File: src/rtl/rv32i_pkg.sv
// Shared RV32I opcode constants, controller state/class enums and mux encodings.
// ST_TRAP exists only when ILLEGAL_TRAP_EN is defined.
package rv32i_pkg;

    localparam logic [6:0] OPC_LUI    = 7'b0110111;
    localparam logic [6:0] OPC_AUIPC  = 7'b0010111;
    localparam logic [6:0] OPC_JAL    = 7'b1101111;
    localparam logic [6:0] OPC_JALR   = 7'b1100111;
    localparam logic [6:0] OPC_BRANCH = 7'b1100011;
    localparam logic [6:0] OPC_LOAD   = 7'b0000011;
    localparam logic [6:0] OPC_STORE  = 7'b0100011;
    localparam logic [6:0] OPC_OP_IMM = 7'b0010011;
    localparam logic [6:0] OPC_OP     = 7'b0110011;
    localparam logic [6:0] OPC_FENCE  = 7'b0001111;
    localparam logic [6:0] OPC_SYSTEM = 7'b1110011;

    typedef enum logic [2:0] {
        ST_FETCH,
        ST_DECODE,
        ST_EXECUTE,
        ST_MEMORY,
        ST_WRITEBACK
`ifdef ILLEGAL_TRAP_EN
        , ST_TRAP
`endif
    } state_e;

    typedef enum logic [2:0] {
        CLS_ALU,
        CLS_LOAD,
        CLS_STORE,
        CLS_BRANCH,
        CLS_JAL,
        CLS_JALR,
        CLS_NOP,
        CLS_ILLEGAL
    } op_class_e;

    localparam logic [1:0] WB_ALU    = 2'b00;
    localparam logic [1:0] WB_MEM    = 2'b01;
    localparam logic [1:0] WB_PC4    = 2'b10;

    localparam logic [1:0] PC_PLUS4  = 2'b00;
    localparam logic [1:0] PC_BR_JAL = 2'b01;
    localparam logic [1:0] PC_JALR   = 2'b10;

endpackage

File: src/rtl/opcode_classifier.sv
// Combinational opcode -> instruction class; anything outside RV32I is CLS_ILLEGAL.
module opcode_classifier
    import rv32i_pkg::*;
(
    input  logic [6:0] opcode,
    output op_class_e  op_class
);

    always_comb begin
        case (opcode)
            OPC_LUI, OPC_AUIPC, OPC_OP_IMM, OPC_OP: op_class = CLS_ALU;
            OPC_LOAD:                               op_class = CLS_LOAD;
            OPC_STORE:                              op_class = CLS_STORE;
            OPC_BRANCH:                             op_class = CLS_BRANCH;
            OPC_JAL:                                op_class = CLS_JAL;
            OPC_JALR:                               op_class = CLS_JALR;
            OPC_FENCE, OPC_SYSTEM:                  op_class = CLS_NOP;
            default:                                op_class = CLS_ILLEGAL;
        endcase
    end

endmodule

File: src/rtl/multicycle_controller.sv
// Multi-cycle RV32I control FSM: strobes decoded from state/class, 3-5 cycles per instruction plus waits.
// Stalls in FETCH/MEMORY until imem_ready/dmem_ready; ILLEGAL_TRAP_EN adds a sticky TRAP state.
module multicycle_controller
    import rv32i_pkg::*;
#(
    parameter int RET_W = 32
) (
    input  logic             clk,
    input  logic             reset,
    input  logic [6:0]       opcode,
    input  logic [4:0]       rd,
    input  logic             branch_taken,
    input  logic             imem_ready,
    input  logic             dmem_ready,
    output logic             imem_req,
    output logic             ir_write,
    output logic             dmem_req,
    output logic             dmem_we,
    output logic             reg_write,
    output logic [1:0]       wb_sel,
    output logic             pc_write,
    output logic [1:0]       pc_src,
    output logic             trap,
    output logic [RET_W-1:0] retired
);

    state_e           state_q, state_d;
    op_class_e        cls_q, cls_d;
    op_class_e        dec_cls;
    logic [RET_W-1:0] retired_q, retired_d;

    opcode_classifier u_classifier (
        .opcode   (opcode),
        .op_class (dec_cls)
    );

    always_comb begin
        state_d   = state_q;
        cls_d     = cls_q;
        imem_req  = 1'b0;
        ir_write  = 1'b0;
        dmem_req  = 1'b0;
        dmem_we   = 1'b0;
        reg_write = 1'b0;
        wb_sel    = WB_ALU;
        pc_write  = 1'b0;
        pc_src    = PC_PLUS4;
        trap      = 1'b0;

        case (state_q)
            ST_FETCH: begin
                imem_req = 1'b1;
                if (imem_ready) begin
                    ir_write = 1'b1;
                    state_d  = ST_DECODE;
                end
            end
            ST_DECODE: begin
`ifdef ILLEGAL_TRAP_EN
                cls_d   = dec_cls;
                state_d = (dec_cls == CLS_ILLEGAL) ? ST_TRAP : ST_EXECUTE;
`else
                cls_d   = (dec_cls == CLS_ILLEGAL) ? CLS_NOP : dec_cls;
                state_d = ST_EXECUTE;
`endif
            end
            ST_EXECUTE: begin
                case (cls_q)
                    CLS_BRANCH: begin
                        pc_write = 1'b1;
                        pc_src   = branch_taken ? PC_BR_JAL : PC_PLUS4;
                        state_d  = ST_FETCH;
                    end
                    CLS_LOAD, CLS_STORE:       state_d = ST_MEMORY;
                    CLS_ALU, CLS_JAL, CLS_JALR: state_d = ST_WRITEBACK;
                    default: begin
                        pc_write = 1'b1;
                        state_d  = ST_FETCH;
                    end
                endcase
            end
            ST_MEMORY: begin
                dmem_req = 1'b1;
                dmem_we  = (cls_q == CLS_STORE);
                if (dmem_ready) begin
                    if (cls_q == CLS_STORE) begin
                        pc_write = 1'b1;
                        state_d  = ST_FETCH;
                    end else begin
                        state_d  = ST_WRITEBACK;
                    end
                end
            end
            ST_WRITEBACK: begin
                reg_write = (rd != 5'd0);
                pc_write  = 1'b1;
                state_d   = ST_FETCH;
                case (cls_q)
                    CLS_LOAD: wb_sel = WB_MEM;
                    CLS_JAL: begin
                        wb_sel = WB_PC4;
                        pc_src = PC_BR_JAL;
                    end
                    CLS_JALR: begin
                        wb_sel = WB_PC4;
                        pc_src = PC_JALR;
                    end
                    default: ;
                endcase
            end
`ifdef ILLEGAL_TRAP_EN
            ST_TRAP: trap = 1'b1;
`endif
            default: state_d = ST_FETCH;
        endcase

        // Every retire cycle is exactly a pc_write cycle.
        retired_d = pc_write ? retired_q + RET_W'(1) : retired_q;
        retired   = retired_q;

        // Reset masks the strobes combinationally so an in-flight request drops in the same cycle.
        if (reset) begin
            imem_req  = 1'b0;
            ir_write  = 1'b0;
            dmem_req  = 1'b0;
            dmem_we   = 1'b0;
            reg_write = 1'b0;
            wb_sel    = WB_ALU;
            pc_write  = 1'b0;
            pc_src    = PC_PLUS4;
            trap      = 1'b0;
            retired   = '0;
        end
    end

    always_ff @(posedge clk) begin
        if (reset) begin
            state_q   <= ST_FETCH;
            cls_q     <= CLS_NOP;
            retired_q <= '0;
        end else begin
            state_q   <= state_d;
            cls_q     <= cls_d;
            retired_q <= retired_d;
        end
    end

endmodule
File: config.mk
export PLATFORM = sky130hd
export DESIGN_NAME = multicycle_controller
export DESIGN_NICKNAME = d
export VERILOG_FILES = /design/src/rtl/rv32i_pkg.sv /design/src/rtl/opcode_classifier.sv /design/src/rtl/multicycle_controller.sv
export SDC_FILE = /design/constraint.sdc
export NUM_CORES = 1
export LEC_CHECK = 0
export ABC_CLOCK_PERIOD_IN_PS = 1980
export CAP_MARGIN = 20
export CORE_AREA = 4 4 77 79
export DETAILED_ROUTE_END_ITERATION = 10
export DIE_AREA = 0 0 81 83
export PLACE_DENSITY_LB_ADDON = 0.1
export SLEW_MARGIN = 0
export SYNTH_ARGS = -nofsm -noshare
export SYNTH_HDL_FRONTEND = slang
export SYNTH_SLANG_ARGS = --single-unit
File: constraint.sdc
create_clock -name clk -period 1.98 [get_ports clk]
set_input_delay 0.396 -clock clk [delete_from_list [all_inputs] [get_ports clk]]
set_output_delay 0.396 -clock clk [all_outputs]
set_load 0.05 [all_outputs]
==> reports/qor.yml <==
outcome:
  outcome: "completed"
logic_synthesis:
  synth_edf_count: 0
  syn_inst: 278
  synth.distinct_cells: 41
  ys_seq_elements: 38
  synth.avg_cell_area_um2: 7.88
  syn-cell-area_um2: 2190
  ys.flop_type: "dfxtp_1"
  yosys_warnings: 0
  synth_nets: 296
  synthArstFlopShare_pct: 0
  yosysSeqAreaShare_pct: 34.7
cells_and_area:
  n_fill_cell: 442
  diodes: 0
  nNetsFinal: 366
  mostFrequentLayoutCell: "buf_12"
  drive_gt1_share_pct: 27.5
  area_growth_pct: 64.4
  final_cell_mix: "42 x buf_12, 41 x nor2_1, 34 x dfxtp_1, 29 x nor2b_1, 22 x buf_4"
  stdcell_count: 421
critical_path:
  r2r-start: "state_q[0]$_SDFFE_PP0P_"
  r2r_end: "retired_q[23]$_SDFFE_PP0P_"
  r2r_setup_slack_ps: 100
  cp_data_arrival_time_ps: 1540
  critPathMaxFanout: 5
  start_kind: "register"
  path_class: "reg -> out"
  end_kind: "output port"
  reg2reg_depth: 7
  startpoint: "state_q[0]$_SDFFE_PP0P_"
  crit_required_ps: 1580
pwr:
  p_per_area_nw_per_um2: 503
  p_sw_uw: 398
  pwr-share-clk_pct: 44.8
  total_leakage_power_uw: 0.00133
  seqPwrFrac_pct: 43.2
  power_frac_comb_pct: 12.0
  peakVddDrop_v: 0.000330
  p_int_uw: 1410
  swShare_pct: 22.0
cts:
  cts_sinks: 38
  clk_path_buf_depth: 2
  cts.clk_slew.worst_paths_ps: 70
  clk_latency_ps: 290
  clockRootBuffer: "clkbuf_8"
  cts_tree: "built"
  htreeDepth: 2
  cts_buffers: 5
placement:
  io_buffers: 58
  place_inst: 410
  gp_congestion: 0.777
  hpwl_um: 3990
sta:
  slew_headroom_pct: 64.7
  hold_ws_ps: 444
  timing.setup.tns_ps: 0
  timing.fmax_mhz: 516
  post-route-min-period_ps: 1940
  skew_ps: 7.50
  rsz0062_at_grt: "true"
  post-route-period-util_pct: 98.0
  worst_slew_pin_slew_ps: 517
  setup_violations: 0
  finalMaxSlewViolations: 0
  final-hold-violation-count: 0
detailed_routing:
  drc: 0
  avgRoutedWirePerCell_um: 12.8
  drt_pass1_iterations: 4
  ant_nets: 0
  wirelength_um: 5380
  drtIter0Drc: 57
  num_vias: 2152
  viasPerCell: 5.11
die:
  die_w_um: 81
  io-pin-count: 60
  dieArea_um2: 6720
  num_rows: 27
  die_h_um: 83
  start_util_pct: 41.0
  core_area_um2: 5340
global_routing:
  grt-ovfl-total: 0
  grt.total_usage_pct: 16.7
  grt_start_max_net_pins: 42
  grt_pass1_wl_um: 9270
  grt_pass1_vias: 2053
  antenna_found_initial: 0
min_path:
  hold_depth: 3
  hp-class: "in -> reg"
  min_from: "reset"
  holdPathEnd: "state_q[0]$_SDFFE_PP0P_"
run:
  cap_viol_max_count: 0
==> flip-flops by register name (all words and copies together), names as in the netlist <==
signal and flops:
retired_q 32, cls_q 3, state_q 3
==> how the worst max path moves through the flow <==
stage,end,slack (ps)
2_1_floorplan,ir_write,-90
3_3_place_gp,pc_write,-320
3_5_place_dp,retired_q[23]$_SDFFE_PP0P_,-330
4_1_cts,pc_src[0],20
5_1_grt,pc_write,-30
6_report,pc_write,40
==> cells in the mapped netlist, types with 2 or more instances <==
master	n	area share, %
nor3_1	5	1.1
inv_1	8	1.4
mux2i_1	2	0.91
nor2b_1	29	8.3
o21ai_0	17	3.9
nand4_1	6	1.7
nand3_1	4	0.91
and3_1	7	2.0
o211ai_1	6	2.1
and2_1	7	2.0
a21oi_1	16	3.7
or3_1	13	3.7
o21bai_1	2	0.69
xor2_1	17	6.8
clkbuf_1	11	1.9
buf_2	4	0.91
nor2_1	45	7.7
mux2_2	3	1.5
o2111ai_1	9	3.6
a2111oi_0	2	0.80
nand2_1	8	1.4
dfxtp_1	38	35
==> area by class of cell <==
| class | count | area, um^2 | area share [%] |
|---|---|---|---|
| Multi-Input combinational cell | 214 | 1400 | 38.8 |
| Tap cell | 72 | 90.1 | 2.50 |
| Timing Repair Buffer | 81 | 1170 | 32.5 |
| Clock inverter | 2 | 60.1 | 1.67 |
| Sequential cell | 38 | 768 | 21.3 |
| Clock buffer | 6 | 82.6 | 2.29 |
| Inverter | 8 | 30.0 | 0.834 |
==> worst max-delay path: stages (launching register included) <==
cell      delay (ps)
dfxtp_4          380
o21bai_4         180
a211oi_4         280
buf_6            150
nor2_4            40
nor2_4            90
buf_12           140
==> stage by stage <==
step           total power, uW  utilization, %  cell area (um^2)  worst slack [ps]
2_1_floorplan              911               -              2270             -88.3
3_3_place_gp              1000            63.7              3400              -322
3_5_place_dp              1000            63.7              3400              -333
4_1_cts                   1830            67.3              3590              15.5
5_1_grt                   1880            67.4              3600             -31.3
6_report                  1810            67.4              3600              40.3
==> kinds of logic (layout without fill, tap and decap cells) <==
group,Yosys count,after routing,synth area share [%]
flops,38,38,34.7
mux,5,5,2.46
buf+inv,26,97,5.20
compound gates,56,56,16.6
fa+ha+maj,1,1,0.571
xor+xnor,18,18,7.20
simple gates,133,133,33.1
other cells,1,1,0.171
==> per-layer routing <==
metal | wire length [um] | up-vias | track usage [%] | share of wire (%)
met5 | 0 | - | 0 | 0
met4 | 72 | 0 | 5.22 | 1.3
met3 | 305 | 9 | 3.90 | 5.7
met2 | 2640 | 47 | 27.9 | 49
met1 | 2360 | 988 | 20.9 | 44
li1 | - | 1108 | - | -
==> power groups by stage <==
stage,clock [uW],combinational (uW),sequential [uW]
2_1_floorplan,0,113,798
4_1_cts,826,218,780
6_report,812,218,782
3_5_place_dp,0,206,798
5_1_grt,858,235,784
3_3_place_gp,0,204,798
==> timing repair <==
| item | CTS | global route |
|---|---|---|
| resized for setup | 10 | 3 |
| setup endpoints to repair | 11 | 10 |
| pin swaps | 2 | 1 |
| setup buffers | 3 | 0 |
| hold buffers | 0 | 0 |
No activity file was read; power rests on OpenSTA's default activity.
